--- src/rtl/axi_r_mux_n.sv ---
// axi_r_mux_n: N-slave to M-master AXI R channel mux with burst lock and 2-entry output FIFO.
// Define AXI_R_MUX_RR_EN for round-robin arbitration; otherwise the highest slave index wins.
module axi_r_mux_n #(
  parameter int NUM_SLAVES  = 3,
  parameter int NUM_MASTERS = 2,
  parameter int ID_BITS     = 4,
  parameter int MST_BITS    = 4,
  parameter int DATA_BITS   = 32,
  parameter int RESP_BITS   = 2
) (
  input  logic                                      clk,
  input  logic                                      rst,
  input  logic [NUM_SLAVES*(MST_BITS+ID_BITS)-1:0]  s_id_i,
  input  logic [NUM_SLAVES*DATA_BITS-1:0]           s_data_i,
  input  logic [NUM_SLAVES*RESP_BITS-1:0]           s_resp_i,
  input  logic [NUM_SLAVES-1:0]                     s_last_i,
  input  logic [NUM_SLAVES-1:0]                     s_valid_i,
  output logic [NUM_SLAVES-1:0]                     s_ready_o,
  output logic [NUM_MASTERS*ID_BITS-1:0]            m_id_o,
  output logic [NUM_MASTERS*DATA_BITS-1:0]          m_data_o,
  output logic [NUM_MASTERS*RESP_BITS-1:0]          m_resp_o,
  output logic [NUM_MASTERS-1:0]                    m_last_o,
  output logic [NUM_MASTERS-1:0]                    m_valid_o,
  input  logic [NUM_MASTERS-1:0]                    m_ready_i
);
  localparam int IDS = MST_BITS + ID_BITS;
  localparam int SW  = $clog2(NUM_SLAVES);
  localparam int W   = IDS + DATA_BITS + RESP_BITS + 1;
  typedef enum logic {IDLE, BURST} state_t;
  state_t state;
  logic [SW-1:0] lock_idx, win, gnt;
  logic win_vld, push, pop, head_ok;
  logic [W-1:0] mem [2];
  logic [W-1:0] din, head;
  logic [IDS-1:0] head_ids;
  logic [MST_BITS-1:0] head_mst;
  logic wr_ptr, rd_ptr;
  logic [1:0] cnt;
`ifdef AXI_R_MUX_RR_EN
  logic [SW-1:0] ptr;
  int j;
  // Scan downwards from the largest offset so the slave nearest the pointer wins.
  always_comb begin
    win = '0;
    win_vld = 1'b0;
    j = 0;
    for (int i = NUM_SLAVES - 1; i >= 0; i--) begin
      j = int'(ptr) + i;
      j = (j >= NUM_SLAVES) ? j - NUM_SLAVES : j;
      if (s_valid_i[j]) begin
        win = SW'(j);
        win_vld = 1'b1;
      end
    end
  end
`else
  always_comb begin
    win = '0;
    win_vld = 1'b0;
    for (int i = 0; i < NUM_SLAVES; i++)
      if (s_valid_i[i]) begin
        win = SW'(i);
        win_vld = 1'b1;
      end
  end
`endif
  assign gnt = (state == BURST) ? lock_idx : win;
  assign s_ready_o = (rst && cnt < 2'd2 && (state == BURST || win_vld)) ? NUM_SLAVES'(1) << gnt : '0;
  assign push = |(s_valid_i & s_ready_o);
  assign din = {s_id_i[gnt*IDS +: IDS], s_data_i[gnt*DATA_BITS +: DATA_BITS],
                s_resp_i[gnt*RESP_BITS +: RESP_BITS], s_last_i[gnt]};
  assign head = mem[rd_ptr];
  assign head_ids = head[W-1 -: IDS];
  assign head_mst = head_ids[IDS-1:ID_BITS];
  assign head_ok = 32'(head_mst) < NUM_MASTERS;
  assign m_valid_o = (rst && cnt != 2'd0 && head_ok) ? NUM_MASTERS'(1) << head_mst : '0;
  // Heads addressed to a nonexistent master are discarded without waiting for any ready.
  assign pop = cnt != 2'd0 && (!head_ok || |(m_valid_o & m_ready_i));
  assign m_id_o = {NUM_MASTERS{head_ids[ID_BITS-1:0]}};
  assign m_data_o = {NUM_MASTERS{head[RESP_BITS+DATA_BITS:RESP_BITS+1]}};
  assign m_resp_o = {NUM_MASTERS{head[RESP_BITS:1]}};
  assign m_last_o = {NUM_MASTERS{head[0]}};
  always_ff @(posedge clk) begin
    if (!rst) begin
      state <= IDLE;
      lock_idx <= '0;
      cnt <= 2'd0;
      wr_ptr <= 1'b0;
      rd_ptr <= 1'b0;
`ifdef AXI_R_MUX_RR_EN
      ptr <= '0;
`endif
    end else begin
      cnt <= cnt + {1'b0, push} - {1'b0, pop};
      if (pop) rd_ptr <= ~rd_ptr;
      if (push) begin
        mem[wr_ptr] <= din;
        wr_ptr <= ~wr_ptr;
        state <= din[0] ? IDLE : BURST;
        lock_idx <= gnt;
`ifdef AXI_R_MUX_RR_EN
        if (din[0]) ptr <= (gnt == SW'(NUM_SLAVES - 1)) ? '0 : gnt + 1'b1;
`endif
      end
    end
  end
endmodule

--- config.mk ---
export PLATFORM = sky130hd
export DESIGN_NAME = axi_r_mux_n
export DESIGN_NICKNAME = d
export VERILOG_FILES = /design/src/rtl/axi_r_mux_n.sv
export SDC_FILE = /design/constraint.sdc
export NUM_CORES = 1
export LEC_CHECK = 0
export ABC_CLOCK_PERIOD_IN_PS = 4200
export BUFFER_PORTS_ARGS = -buffer_cell sky130_fd_sc_hd__buf_4
export CORE_ASPECT_RATIO = 1.2
export CORE_MARGIN = 2
export CORE_UTILIZATION = 47
export CTS_BUF_LIST = sky130_fd_sc_hd__clkbuf_4 sky130_fd_sc_hd__clkbuf_8 sky130_fd_sc_hd__clkbuf_16
export DETAILED_ROUTE_END_ITERATION = 12
export HOLD_SLACK_MARGIN = 0.12
export PLACE_DENSITY_LB_ADDON = 0.25
export SETUP_SLACK_MARGIN = 0.5
export SYNTH_ARGS = -nofsm -noshare
export SYNTH_HDL_FRONTEND = slang
export SYNTH_SLANG_ARGS = --single-unit
--- constraint.sdc ---
create_clock -name clk -period 4.2 [get_ports clk]
set_input_delay 0.42 -clock clk [delete_from_list [all_inputs] [get_ports clk]]
set_output_delay 0.42 -clock clk [all_outputs]
set_load 0.01 [all_outputs]
Yosys cells after proc, flatten, opt, wreduce, memory -nomap -nowiden
Memories as Yosys holds them, arrays and structs flattened. A register that Yosys moved wholly into a read port is not among the register bits.
Cells that the tools add are included.
{"block": "classes", "n_addsub": 2, "order_cmp": 3, "shift": 5, "n_mux": 16, "bitwise_logic": 4, "n_reduce_logical": 11}
{"op": "$shiftx A96 B8 Y32", "n": 1}
{"op": "$shiftx A24 B6 Y8", "n": 1}
{"op": "$mux W1", "n": 11}
{"op": "$mux W2", "n": 3}
{"op": "$shiftx A6 B4 Y2", "n": 1}
{"op": "$logic_and A1 B1 Y1", "n": 5}
{"op": "$lt A4 B2 Y1 const B", "n": 1}
{"op": "$shl A1 B4 Y2 const A", "n": 1}
{"op": "$and A3 B3 Y3", "n": 1}
{"op": "$lt A2 B3 Y1 const B", "n": 1}
{"op": "$mux W3", "n": 1}
{"op": "$reduce_or A3 Y1", "n": 1}
{"op": "$shl A1 B2 Y3 const A", "n": 1}
{"op": "$add A2 B1 Y2", "n": 1}
{"op": "$and A2 B2 Y2", "n": 1}
{"op": "$bmux W1 S2", "n": 1}
{"op": "$logic_or A1 B1 Y1", "n": 2}
{"op": "$lt A2 B2 Y1 const B", "n": 1}
{"op": "$not A1 Y1", "n": 2}
{"op": "$reduce_bool A2 Y1", "n": 1}
{"op": "$reduce_or A2 Y1", "n": 1}
{"op": "$sub A2 B1 Y2", "n": 1}
{"op": "$logic_not A1 Y1", "n": 1}
{"block": "totals", "regBits": 7, "mem_bits_rw": 86, "in_bits": 136, "out_inout_bits": 83, "mem_count": 1}
{"name": "mem", "words": 2, "width": 43, "rd": 1, "rd_ports_with_merged_regs": 1, "write_ports": 1, "line": "33", "text": "logic [W-1:0] mem [2];"}

Logic depth before layout (Yosys ltp)
Gate-level depths: netlist of run 1.
{"block": "depth", "depth_word": 11, "ltp_mapped": 11}

Worst setup path after synthesis of run 1
No wires, ideal clock.
{"block": "synth_path", "path_type": "flip-flop to flip-flop", "startpoint": "register lock_idx[0]", "endpoint": "memory mem[0][0] in the netlist's numbering, enable pin", "setup_time_ns": 0.444, "t_arrival_ns": 2.799, "required_ns": 3.756, "setup_slack_ns": 0.958, "stages_incl_launch_ff": 6, "path_buffers": 1, "path_cell_list": "dfxtp_1 > clkbuf_1 > mux2i_1 > o211ai_1 > nand3_1 > nor2_1"}
{"block": "synth_between", "elab_chain_cells": 8}
{"item": "start, declared", "line": "31", "text": "logic [SW-1:0] lock_idx, win, gnt;"}
{"item": "start signal, assigned", "line": "100", "text": "lock_idx <= gnt;"}
{"item": "$mux W2", "line": "67", "text": "assign gnt = (state == BURST) ? lock_idx : win;"}
{"item": "$shl A1 B2 Y3", "line": "68", "text": "assign s_ready_o = (rst && cnt < 2'd2 && (state == BURST || win_vld)) ? NUM_SLAVES'(1) << gnt : '0;"}
{"item": "$mux W3", "line": "68"}
{"item": "$and A3 B3 Y3", "line": "69", "text": "assign push = |(s_valid_i & s_ready_o);"}
{"item": "$reduce_or A3 Y1", "line": "69"}
{"item": "$mux W1", "line": "96", "text": "if (push) begin"}
{"item": "$mux W1", "line": "84", "text": "if (!rst) begin"}
{"item": "$mux W1 (not written as such)", "line": "97", "text": "mem[wr_ptr] <= din;"}
{"item": "end, declared", "line": "33"}
Every way passes these cells.

Worst setup path after layout of run 1
{"block": "layout_path", "startpoint": "register state", "endpoint": "output s_ready_o[1]"}
{"block": "layout_between", "elab_chain_cells": 3, "word_cells_on_any_way": 5}
{"item": "start, declared", "line": "30", "text": "state_t state;"}
{"item": "start signal, assigned", "line": "99", "text": "state <= din[0] ? IDLE : BURST;"}
{"item": "$mux W2 / $logic_or A1 B1 Y1 (equally long branches)", "line": "67, 68"}
{"item": "$shl A1 B2 Y3 / $logic_and A1 B1 Y1 (equally long branches)", "line": "68"}
{"item": "$mux W3 *", "line": "68"}
{"item": "end, declared", "line": "18", "text": "output logic [NUM_SLAVES-1:0] s_ready_o,"}
Every way passes the cells marked *; elsewhere a longest branch is shown, timed or not.

==> metrics.md, run 1 <==
| Metric | Value |
|---|---|
| CP cell instances | `or2b_1 -> a2bb2o_4 -> nor2b_1 -> buf_4` |
| DRT Pass-1 Iters | `5` |
| Via count of the first global-routing pass | `3537` |
| Final cycle utilization of the critical path | `61.70%` |
| Min Clock Period, post-route | `2591 ps` |
| Clock net sink count | `94` |
| Total number of placement rows | `39` |
| Synth top cells by count | `sky130_fd_sc_hd__edfxtp_1, sky130_fd_sc_hd__inv_1, sky130_fd_sc_hd__a222oi_1` |
| Cell area after synthesis | `4613 um2` |
| Met3 global-route usage | `2.953%` |
| Worst-case setup slack after placement | `1688 ps` |
| Initial core utilization | `48.48%` |
| CTS clk-pin slew, worst paths | `60 ps` |
| Crit path largest cell delay | `600 ps` |
| Count of warnings emitted by yosys | `0` |
| Placeable core region | `9515 um2` |
| Register share of total power | `36.1%` |
| Clk Latency, worst-skew pair | `330 ps` |
| Count of buffers inserted at the top-level ports | `218` |
| DRC errors left | `0` |
| Fmax | `0.3859 GHz` |
| # IOs | `219` |
| Total power density per cell area | `611.4 nW/um2` |
| Transition time of the tightest slew-check pin | `1237 ps` |
| Mapped Nets | `479` |
| Most repeated cell in the gate-level netlist after synthesis | `sky130_fd_sc_hd__edfxtp_1` |
| Proportion of register bits with asynchronous set or reset after synthesis | `0%` |
| Number of distinct library cells after synthesis | `36` |
| Cells on Worst Hold Path | `2` |
| Cell count after placement | `626` |
| Switching power total | `1.273 mW` |
| Maximum number of pins on one net before global-route repair | `44` |
| Maximum clock path buffer count | `2` |
| Status | `complete, no violations` |
| Setup slack after layout | `1609 ps` |
| Number of hold buffers added after cts | `0` |
| Top flip-flop cell by instance count after synthesis | `sky130_fd_sc_hd__edfxtp_1` |
| Met1 Resource Use GR | `23.78%` |
| EDFF count, synth | `86` |
| Antenna violations before repair | `0` |
| Maximum vdd ir drop | `0.3663 mV` |
| Post-cts gate resize count | `0` |
| Setup repair after global routing missed its margin | `no` |
| CP max-delay cell | `sky130_fd_sc_hd__dfxtp_1` |
| Standby leakage power | `2.760 nW` |
| Average wire per standard cell | `17.38 um` |
| Final design utilization | `66.34%` |
| Gate count of the mapped netlist | `341` |
| Proportion of power drawn by the clock network | `18.4%` |
| Global routing met2 resource utilization | `37.81%` |
| R2r setup slk | `1700 ps` |
| Master cell of the clock root buffer | `sky130_fd_sc_hd__clkbuf_16` |
| Critical path required time | `3780 ps` |
| Arrival @ worst endpoint | `2170 ps` |
| GRT Overall Usage | `20.52%` |
| Reg2reg end | `mem[0][18]` |
| Biggest area consumer among synthesized cells | `sky130_fd_sc_hd__edfxtp_1` |
| End point of the worst hold path | `lock_idx[0]` |
| Endpoint kind of the worst setup timing path | `primary output` |
| Detailed placement HPWL | `7997 um` |
| Antenna-violating nets left | `0` |
| Int Pwr | `2.587 mW` |
| Gate power share | `45.5%` |
| Via total after detailed routing | `3500` |
| Highest fanout seen on the critical path | `43` |
| Detailed-route vias per instance | `5.452` |
| H-Tree Depth | `3` |
| Clock tree from TritonCTS | `yes` |
| Fraction of final layout cells sized beyond drive strength 1 | `53.95%` |
| Die outline area | `10630 um2` |
| Relative area change from synthesis to final layout | `36.83%` |
| Total CTS buffers | `9` |
| Hold Vio Cnt, Final | `0` |
| Post-CTS Repair Setup Buffers | `0` |
| Type of the worst min-delay path | `input port to flip-flop` |
| Placer congestion estimate | `0.8011` |
| Number of maximum-capacitance violations | `0` |
| Final setup vio count | `0` |
| Busiest layer in global routing | `met2` |
| Critical Setup Path Class | `flip-flop to primary output` |
| R2R cell count | `4` |
| Number of violations reported at the end of detailed-routing iteration 0 | `267` |
| Non-filler cells in the finished layout | `642` |
| Placement-stage cell area | `6046 um2` |
| Antenna fix cells | `0` |
| Number of pins with negative max-slew slack in the final report | `0` |
| Setup TNS | `0 ps` |
| Clock skew after layout | `7.774 ps` |
| Height of the die | `112.5 um` |
| Launch instance of the worst min-delay path | `s_valid_i[2]` |
| Relative slew slack | `17.36%` |
| Seq cells post-synth | `94` |
| Fin area | `6312 um2` |
| Wire length of the first global-routing pass | `16820 um` |
| GRT overflow | `0` |
| Horizontal die dimension | `94.44 um` |
| Area share of the leading cell type in the synthesized netlist | `55.98%` |
| Seq/Total Area, Yosys | `59.45%` |
| Worst reg2reg startpoint | `lock_idx[0]` |
| Routed wire length | `11160 um` |
| Per-instance average area after synthesis | `13.53 um2` |
| Cell types occupying the most area after synthesis | `sky130_fd_sc_hd__edfxtp_1, sky130_fd_sc_hd__mux2_2, sky130_fd_sc_hd__a222oi_1, sky130_fd_sc_hd__buf_4, sky130_fd_sc_hd__inv_1` |
| Setup crit start kind | `flip-flop` |
| Final nets | `652` |
| Switch share | `32.98%` |
## cell usage in the layout (no fill, tap or decap), types with 2 or more instances in the layout
cell	synthesis	final
sky130_fd_sc_hd__and2_1	3	2
sky130_fd_sc_hd__edfxtp_1	86	86
sky130_fd_sc_hd__nand2_1	5	5
sky130_fd_sc_hd__dfxtp_1	8	7
sky130_fd_sc_hd__ha_1	2	2
sky130_fd_sc_hd__nand3b_1	3	3
sky130_fd_sc_hd__o21ai_0	3	3
sky130_fd_sc_hd__mux2i_1	8	8
sky130_fd_sc_hd__buf_4	39	221
sky130_fd_sc_hd__clkinv_4	0	2
sky130_fd_sc_hd__xnor2_1	2	2
sky130_fd_sc_hd__nor2b_1	4	4
sky130_fd_sc_hd__mux2_2	39	39
sky130_fd_sc_hd__inv_1	50	50
sky130_fd_sc_hd__o211ai_1	2	2
sky130_fd_sc_hd__clkinv_1	0	3
sky130_fd_sc_hd__a222oi_1	42	42
sky130_fd_sc_hd__clkbuf_16	0	9
sky130_fd_sc_hd__nor2_1	8	7
## worst max path at each step
stage                   end  cells past startpoint        start
2_1_floorplan     mem[0][0]                      5  lock_idx[0]
3_3_place_gp     mem[0][37]                      4  lock_idx[0]
3_5_place_dp     mem[0][37]                      4  lock_idx[0]
4_1_cts        s_ready_o[1]                      4        state
5_1_grt        s_ready_o[0]                      4        state
6_report       s_ready_o[1]                      4        state
## per-layer routing
metal	vias to the layer above	wire, um
li1	1617	-
met1	1739	4141
met3	17	571
met4	0	228
met2	127	6218
met5	-	0
## registers in the layout, indices dropped and copies added (netlist names), named ones only
signal,flops
mem,86
state,1
cnt,2
wr_ptr,1
lock_idx,2
rd_ptr,1
## critical path: cells and delay by family, from the launching register on
kind                   cells  cell delay [ps]
flip-flops                 1              600
AO/OA/AOI/OAI              1              570
AND/OR/NAND/NOR            2              530
buffers and inverters      1              130
## kinds of logic after synthesis
kind of cell,Yosys count,synth area share (%)
muxes,47,11.26
AOI/OAI and AO/OA,57,11.85
adders and majority gates,2,0.5424
buffers and inverters,109,13.07
DFF,94,59.45
xor gates and xnor gates,2,0.3798
and+or+nand+nor,30,3.445
## per-stage QoR
stage | hold slack (ps) | power (mW)
final | 362.1 | 3.860
after detailed placement | 491.6 | 3.187
after global routing | 369.4 | 4.066
after global placement | 466.7 | 3.147
after floorplan | 445.8 | 2.584
after CTS | 357.8 | 3.896
## power by group through the flow
stage          clock network (mW)  registers, mW  logic, mW
2_1_floorplan                   0           1.38       1.20
3_3_place_gp                    0           1.40       1.75
3_5_place_dp                    0           1.42       1.77
4_1_cts                     0.720           1.40       1.78
5_1_grt                     0.754           1.42       1.90
6_report                    0.709           1.39       1.76
## cell type report
cell class              instances  area, um2
repair buffers                221       1659
flip-flops and latches         94       2744
fillers                       734       3203
well taps                     123      153.9
inverters                      50      187.7
multi-input cells             138       1301
clock inverters                 7      41.29
clock buffers                   9      225.2
Power figures use the tool's default switching activity.
==> run 2, diff against run 1 <==
- ABC_AREA: unset -> 1
- ABC_CLOCK_PERIOD_IN_PS: 4200 -> 2500
- clock period: 4.2 -> 2.5 ns (I/O delays scaled with it)
==> run 2 against run 1 <==
Effect of this change: worst setup slack worse by 1000 ps; non-clock buffer count is 7 higher; final area is 5.6% higher; synthesized cell count is 53% higher; die area is 1.9% higher; cell count is 29% higher; combinational power is 56% higher; register-to-register slack worse by 1100 ps; sequential share of layout area is 2.2 points lower; critical path depth is 10 higher; power is 67% higher; largest power group unchanged; highest routed layer unchanged.
==> metrics.md, run 2 <==
| Metric | Value |
|---|---|
| Status | `complete, no violations` |
| Die outline area | `10830 um2 (+1.9%)` |
| Top flip-flop cell by instance count after synthesis | `sky130_fd_sc_hd__edfxtp_1` |
| DRT Pass-1 Iters | `4 (-1)` |
| Post-synthesis share of cell area spent on and, or, nand and nor gates | `30.13% (+27 points)` |
| Most frequent standard cell in the layout excluding fill and tap cells | `sky130_fd_sc_hd__nand2_1` |
| EDFF count, synth | `86 (unchanged)` |
| Endpoint kind of the worst setup timing path | `flip-flop` |
| Type of the worst min-delay path | `input port to flip-flop` |
| Via total after detailed routing | `4050 (+16%)` |
| Largest register FFs | `86 (unchanged)` |
| Standby leakage power | `3.082 nW (+12%)` |
| Fraction of final layout cells sized beyond drive strength 1 | `38.87% (-15 points)` |
| Mux share of post-synthesis cell area | `0% (-11 points)` |
| Leading cell types in the layout, fill and taps excluded | `sky130_fd_sc_hd__nand2_1, sky130_fd_sc_hd__buf_4, sky130_fd_sc_hd__edfxtp_1` |
| Placeable core region | `9859 um2 (+3.6%)` |
| Detailed-route vias per instance | `4.874 (-11%)` |
| Fin area | `6666 um2 (+5.6%)` |
| Maximum vdd ir drop | `0.4935 mV (+35%)` |
| Clock net sink count | `94 (unchanged)` |
| Regs by FF count | `mem (86), cnt (2), lock_idx (2)` |
| # IOs | `219 (unchanged)` |
| Final design utilization | `67.61% (+1.3 points)` |
| Number of maximum-capacitance violations | `0 (unchanged)` |
| CP max-delay cell | `sky130_fd_sc_hd__dfxtp_4` |
| CTS clk-pin slew, worst paths | `60 ps (about the same)` |
| Non-filler cells in the finished layout | `831 (+29%)` |
| Register with the highest flop count | `mem` |
| Total power density per cell area | `969.3 nW/um2 (+59%)` |
| Post-CTS Repair Setup Buffers | `0 (unchanged)` |
| Maximum number of pins on one net before global-route repair | `44 (unchanged)` |
| Maximum clock path buffer count | `2 (unchanged)` |
| Count of warnings emitted by yosys | `0 (unchanged)` |
| Placement-stage cell area | `6250 um2 (+3.4%)` |
| Area share of the leading cell type in the synthesized netlist | `54.89% (-1.1 points)` |
| Clk Latency, worst-skew pair | `340 ps (about the same)` |
| Number of violations reported at the end of detailed-routing iteration 0 | `188 (-30%)` |
| Most repeated cell in the gate-level netlist after synthesis | `sky130_fd_sc_hd__nand2_1` |
| Transition time of the tightest slew-check pin | `468.9 ps (-767.8 ps)` |
| Biggest area consumer among synthesized cells | `sky130_fd_sc_hd__edfxtp_1` |
| Setup repair after global routing missed its margin | `yes` |
| Relative area change from synthesis to final layout | `41.70%` |
| Proportion of register bits with asynchronous set or reset after synthesis | `0% (unchanged)` |
| Count of buffers inserted at the top-level ports | `218 (unchanged)` |
| Wire length of the first global-routing pass | `17780 um (+5.7%)` |
| Routed wire length | `11840 um (+6.1%)` |
| Mapped Nets | `660 (+38%)` |
| Clock skew after layout | `8.636 ps (+0.8618 ps)` |
| Seq/Total Area, Yosys | `58.30% (-1.2 points)` |
| Synth Area in Compound Gates | `1.330% (-11 points)` |
| Relative slew slack | `68.74% (+51 points)` |
| Antenna violations before repair | `0 (unchanged)` |
| Initial core utilization | `47.72% (-0.77 points)` |
| GRT overflow | `0 (unchanged)` |
| Xor and xnor area share after synthesis | `0.1862% (-0.19 points)` |
| CP cell instances | `inv_2 -> nor2_2 -> nand2_1 -> nand2_2 -> nand4_1 -> nand3_2 -> nand2_2 -> inv_2 -> ha_4 -> inv_4 -> ha_4 -> xor2_2 -> o21ai_1 -> a21oi_1` |
| Min Clock Period, post-route | `1938 ps` |
| Antenna-violating nets left | `0 (unchanged)` |
| Critical Setup Path Class | `flip-flop to flip-flop` |
| Master cell of the clock root buffer | `sky130_fd_sc_hd__clkbuf_16` |
| H-Tree Depth | `3 (unchanged)` |
| Antenna fix cells | `0 (unchanged)` |
| Per-instance average area after synthesis | `9.012 um2 (-33%)` |
| Arrival @ worst endpoint | `2200 ps (+30 ps)` |
| Clock tree from TritonCTS | `yes` |
| Total power | `6.462 mW (+67%)` |
| Total number of placement rows | `40 (+2.6%)` |
| Filler instances | `767 (+4.5%)` |
| Via count of the first global-routing pass | `3916 (+11%)` |
| Detailed placement HPWL | `8718 um (+9.0%)` |
| Setup TNS | `0 ps (unchanged)` |
| Final setup vio count | `0 (unchanged)` |
| Adder and majority cell fraction of the synthesized area | `0.5319% (-0.011 points)` |
| Average wire per standard cell | `14.25 um (-18%)` |
| Horizontal die dimension | `95.33 um (+0.94%)` |
| Seq cells post-synth | `94 (unchanged)` |
| DRC errors left | `0 (unchanged)` |
| Final nets | `839 (+29%)` |
| Number of distinct library cells after synthesis | `26 (-28%)` |
| Cell types occupying the most area after synthesis | `sky130_fd_sc_hd__edfxtp_1, sky130_fd_sc_hd__nand2_1, sky130_fd_sc_hd__buf_4, sky130_fd_sc_hd__nand3_1, sky130_fd_sc_hd__dfxtp_1` |
| Number of pins with negative max-slew slack in the final report | `0 (unchanged)` |
| Final cycle utilization of the critical path | `77.52%` |
| Gate count of the mapped netlist | `522 (+53%)` |
| Critical path required time | `2760 ps (-1020 ps)` |
| Setup crit start kind | `flip-flop` |
| Height of the die | `113.6 um (+0.95%)` |
| Total CTS buffers | `9 (unchanged)` |
| Synth top cells by count | `sky130_fd_sc_hd__nand2_1, sky130_fd_sc_hd__edfxtp_1, sky130_fd_sc_hd__nand3_1` |
| Highest fanout seen on the critical path | `7 (-84%)` |
| Cell count after placement | `816 (+30%)` |
| Largest family of logic cells by synthesized area | `simple AND/OR/NAND/NOR gates` |
| GRT Overall Usage | `21.69% (+1.2 points)` |
| Cell area after synthesis | `4705 um2 (+2.0%)` |
| Placer congestion estimate | `0.8326 (+3.9%)` |
| Crit path largest cell delay | `380 ps (-220 ps)` |
| Hold Vio Cnt, Final | `0 (unchanged)` |
| Fmax | `0.5160 GHz` |
[run 2: changes by cell type after synthesis, moves of 4 or more]
| cell | previous run | this run |
|---|---|---|
| sky130_fd_sc_hd__a222oi_1 | 42 | 0 |
| sky130_fd_sc_hd__buf_6 | 5 | 0 |
| sky130_fd_sc_hd__inv_1 | 50 | 15 |
| sky130_fd_sc_hd__mux2_2 | 39 | 0 |
| sky130_fd_sc_hd__mux2i_1 | 8 | 0 |
| sky130_fd_sc_hd__nand2_1 | 5 | 263 |
| sky130_fd_sc_hd__nand3_1 | 1 | 45 |
| sky130_fd_sc_hd__nor2_1 | 8 | 15 |
| sky130_fd_sc_hd__nor2b_1 | 4 | 0 |
[run 2: where the power goes]
part | leakage (nW) | switching [mW] | internal [mW] | total (mW)
clock network | 0.176 | 0.540 | 1.07 | 1.61
logic | 2.05 | 1.54 | 1.20 | 2.74
registers | 0.857 | 0.0758 | 2.03 | 2.11
[run 2: final cells by class]
| cell class | count | area [um2] | area share, % |
|---|---|---|---|
| clock buffers | 9 | 225.2 | 3.378 |
| clock inverters | 6 | 133.9 | 2.008 |
| inverters | 17 | 73.82 | 1.107 |
| multi-input cells | 351 | 1582 | 23.72 |
| flip-flops and latches | 94 | 2750 | 41.25 |
| well taps | 126 | 157.7 | 2.365 |
| repair buffers | 228 | 1744 | 26.16 |
[run 2: worst max-delay path: cells and delay by family, from the launching register on]
kind / cells / cell delay [ps]
simple gates: 6 / 560
flops: 1 / 380
fa+ha+maj: 2 / 330
compound gates: 2 / 230
xor+xnor: 1 / 190
buf+inv: 3 / 160
[run 2: metrics by stage]
stage                     hold WS (ps)  setup slack [ps]
after floorplan                  343.5             480.0
final                            161.6             561.9
after global placement           459.7             609.7
after CTS                        150.7             525.0
after global routing             175.9             416.0
after detailed placement         471.1             491.9
[run 2: worst paths after layout]
check	startpoint	end	slack (ps)	cells after the start
worst max-delay path	flip-flop	cnt[1]	560	14
worst min-delay path	rst	cnt[0]	160	3
worst max register to register	flip-flop	cnt[1]	560	14
worst min register to register	lock_idx[1]	lock_idx[1]	480	2
[run 2: cells by family after synthesis]
group           after synthesis
simple gates                339
fa+ha+maj                     2
flops                        94
compound gates                9
xor+xnor                      1
buf+inv                      77
[run 2: layer usage]
layer  GRT usage, %  wire length (um)  vias up
met2          41.17              6504      151
met4          8.599               225        0
met5              0                 0        -
met3          4.425               737       19
met1          22.86              4376     1871
li1               -                 -     2009
[run 2: timing repair]
action                     4_1_cts  5_1_grt
setup endpoints to repair        1       20
hold buffers                     0        0
pin swaps                        1        9
gates resized for setup          3       13
==> run 3, diff against run 2 <==
- ABC_CLOCK_PERIOD_IN_PS: 2500 -> 1750
- CORE_UTILIZATION: 47 -> 43
- clock period: 2.5 -> 1.75 ns (I/O delays scaled with it)
==> run 3 against run 2 <==
Effect of this change: the run now ends with setup timing left; power is 66% higher; cell count is 8.3% higher; flip-flop and latch count stayed put; highest routed layer unchanged; non-clock buffer count is 65 higher; via count is 17% higher; fmax is 2.5% lower; critical path type unchanged.
==> metrics.md, run 3 (same netlist as run 2, synthesis figures left out) <==
| Metric | Value |
|---|---|
| Status | `finished with violations` |
| Failing checks | `setup timing` |
| Initial core utilization | `44.52% (-3.2 points)` |
| Count of buffers inserted at the top-level ports | `218 (unchanged)` |
| Min Clock Period, post-route | `1988 ps (+49.92 ps)` |
| Maximum vdd ir drop | `0.7748 mV (+57%)` |
| H-Tree Depth | `3 (unchanged)` |
| Detailed placement HPWL | `8710 um (about the same)` |
| Standby leakage power | `4.223 nW (+37%)` |
| Area of the multi-input gates | `2360 um2 (+49%)` |
| Clock tree from TritonCTS | `yes` |
| Most frequent standard cell in the layout excluding fill and tap cells | `sky130_fd_sc_hd__buf_4` |
| Setup slack after layout | `-238.0 ps (-799.9 ps)` |
| Type of the worst min-delay path | `input port to flip-flop` |
| Relative area change from synthesis to final layout | `83.91%` |
| Setup repair after global routing missed its margin | `yes` |
| Placeable core region | `10570 um2 (+7.2%)` |
| Crit path buffers/inverters | `4 (+1)` |
| Transition time of the tightest slew-check pin | `280.2 ps (-188.8 ps)` |
| Height of the die | `118.6 um (+4.4%)` |
| Critical path required time | `1800 ps (-960 ps)` |
| Regs by FF count | `mem (86), cnt (2), lock_idx (2)` |
| Average wire per standard cell | `19.35 um (+36%)` |
| Hold Vio Cnt, Final | `0 (unchanged)` |
| Via total after detailed routing | `4725 (+17%)` |
| CP cell instances | `nor2_4 -> nand2_2 -> nand2_4 -> nand2_4 -> nor2_4 -> nand2_2 -> nand3_4 -> buf_6 -> nand2_4 -> clkinvlp_4 -> clkbuf_16 -> buf_12` |
| DRC errors left | `0 (unchanged)` |
| Detailed-route vias per instance | `5.250 (+7.7%)` |
| Wire length of the first global-routing pass | `21390 um (+20%)` |
| Total power density per cell area | `1241 nW/um2 (+28%)` |
| Relative slew slack | `81.32% (+13 points)` |
| Master cell of the clock root buffer | `sky130_fd_sc_hd__clkbuf_16` |
| Antenna-violating nets left | `0 (unchanged)` |
| Maximum clock path buffer count | `2 (unchanged)` |
| Flip-flop and latch area | `2750 um2 (unchanged)` |
| GRT Overall Usage | `23.31% (+1.6 points)` |
| Total CTS buffers | `9 (unchanged)` |
| Maximum number of pins on one net before global-route repair | `40 (-9.1%)` |
| Filler instances | `595 (-22%)` |
| GRT overflow | `0 (unchanged)` |
| Arrival @ worst endpoint | `2040 ps (-160 ps)` |
| Final nets | `904 (+7.7%)` |
| Critical Setup Path Class | `flip-flop to flip-flop` |
| # IOs | `219 (unchanged)` |
| Setup crit start kind | `flip-flop` |
| Register with the highest flop count | `mem` |
| Largest register FFs | `86 (unchanged)` |
| Via count of the first global-routing pass | `4413 (+13%)` |
| Antenna fix cells | `0 (unchanged)` |
| Routed wire length | `17410 um (+47%)` |
| CP max-delay cell | `sky130_fd_sc_hd__dfxtp_4` |
| Fmax | `0.5030 GHz (-2.5%)` |
| Fraction of final layout cells sized beyond drive strength 1 | `60.96% (+22 points)` |
| Clk Latency, worst-skew pair | `340 ps (about the same)` |
| Endpoint kind of the worst setup timing path | `flip-flop` |
| Die outline area | `11800 um2 (+8.9%)` |
| Horizontal die dimension | `99.49 um (+4.4%)` |
| Number of maximum-capacitance violations | `0 (unchanged)` |
| Placer congestion estimate | `0.8176 (-1.8%)` |
| Final cycle utilization of the critical path | `113.6% (+36 points)` |
| Final setup vio count | `156 (+156)` |
| Clock net sink count | `94 (unchanged)` |
| Highest fanout seen on the critical path | `6 (-1)` |
| Leading cell types in the layout, fill and taps excluded | `sky130_fd_sc_hd__buf_4, sky130_fd_sc_hd__nand2_1, sky130_fd_sc_hd__edfxtp_1` |
| Crit path largest cell delay | `370 ps (about the same)` |
| Total number of placement rows | `41 (+2.5%)` |
| Number of pins with negative max-slew slack in the final report | `0 (unchanged)` |
| CTS clk-pin slew, worst paths | `70 ps (about the same)` |
| Most frequent CP cell | `sky130_fd_sc_hd__nand2_4` |
| Number of violations reported at the end of detailed-routing iteration 0 | `291 (+55%)` |
| Clock skew after layout | `9.419 ps (+0.7837 ps)` |
| Final design utilization | `81.87% (+14 points)` |
| DRT Pass-1 Iters | `4 (unchanged)` |
| Antenna violations before repair | `0 (unchanged)` |
| Total power | `10.74 mW (+66%)` |
| Largest delay contributor family on the critical path | `simple AND/OR/NAND/NOR gates` |
## run 3: path summary, 6_finish.rpt
check / from / endpoint / slack [ps] / depth (start not counted)
worst max-delay path: state / mem[0][17] / -240 / 12
worst min-delay path: s_data_i[34] / mem[1][5] / 120 / 3
worst max register to register: state / mem[0][17] / -240 / 12
worst min register to register: lock_idx[1] / lock_idx[1] / 490 / 2
## run 3: timing repair
action,CTS,global route
pin swaps,31,52
hold endpoints to repair,2,0
setup endpoints to repair,262,263
hold buffers,1,0
gates cloned,12,14
setup buffers,17,12
gates resized for setup,88,181
## run 3: worst min-delay path, cell delays in order
cell                      delay [ps]
sky130_fd_sc_hd__buf_4            90
sky130_fd_sc_hd__nand2_4          40
sky130_fd_sc_hd__nand3_2          50
## run 3: final cells by class
class	instances	area share (%)
Sequential cell	94	31.79
Multi-Input combinational cell	351	27.27
Clock inverter	6	0.7954
Inverter	17	1.027
Clock buffer	10	2.690
Timing Repair Buffer	293	34.56
Tap cell	129	1.866
## run 3: report_power, final
part           switching, mW  total [mW]  internal [mW]
clock                  0.826        1.96           1.13
sequential             0.130        3.03           2.90
combinational           2.95        5.75           2.80
total                   3.91        10.7           6.83
## run 3: layer usage
layer	share of wire (%)	track usage, %	vias to the layer above	wire, um
met2	56	42.78	265	9699
met3	7.4	3.371	38	1287
met4	2.1	8.647	0	361
li1	-	-	2166	-
met5	0	0	-	0
met1	35	27.15	2256	6063
## run 3: per-stage QoR
| stage | TNS, ps | hold WS [ps] | worst slack (ps) | cell area (um2) | std cells |
|---|---|---|---|---|---|
| after floorplan | -22110 | 272.6 | -269.7 | 4786 | 522 |
| after global routing | -25250 | 117.3 | -341.8 | 8652 | 900 |
| after CTS | -6443 | 120.9 | -106.4 | 7496 | 874 |
| final | -19810 | 120.7 | -238.0 | 8652 | 900 |
| after detailed placement | -1471 | 430.5 | -141.4 | 6364 | 828 |
| after global placement | -33.32 | 412.2 | -33.32 | 6364 | 828 |
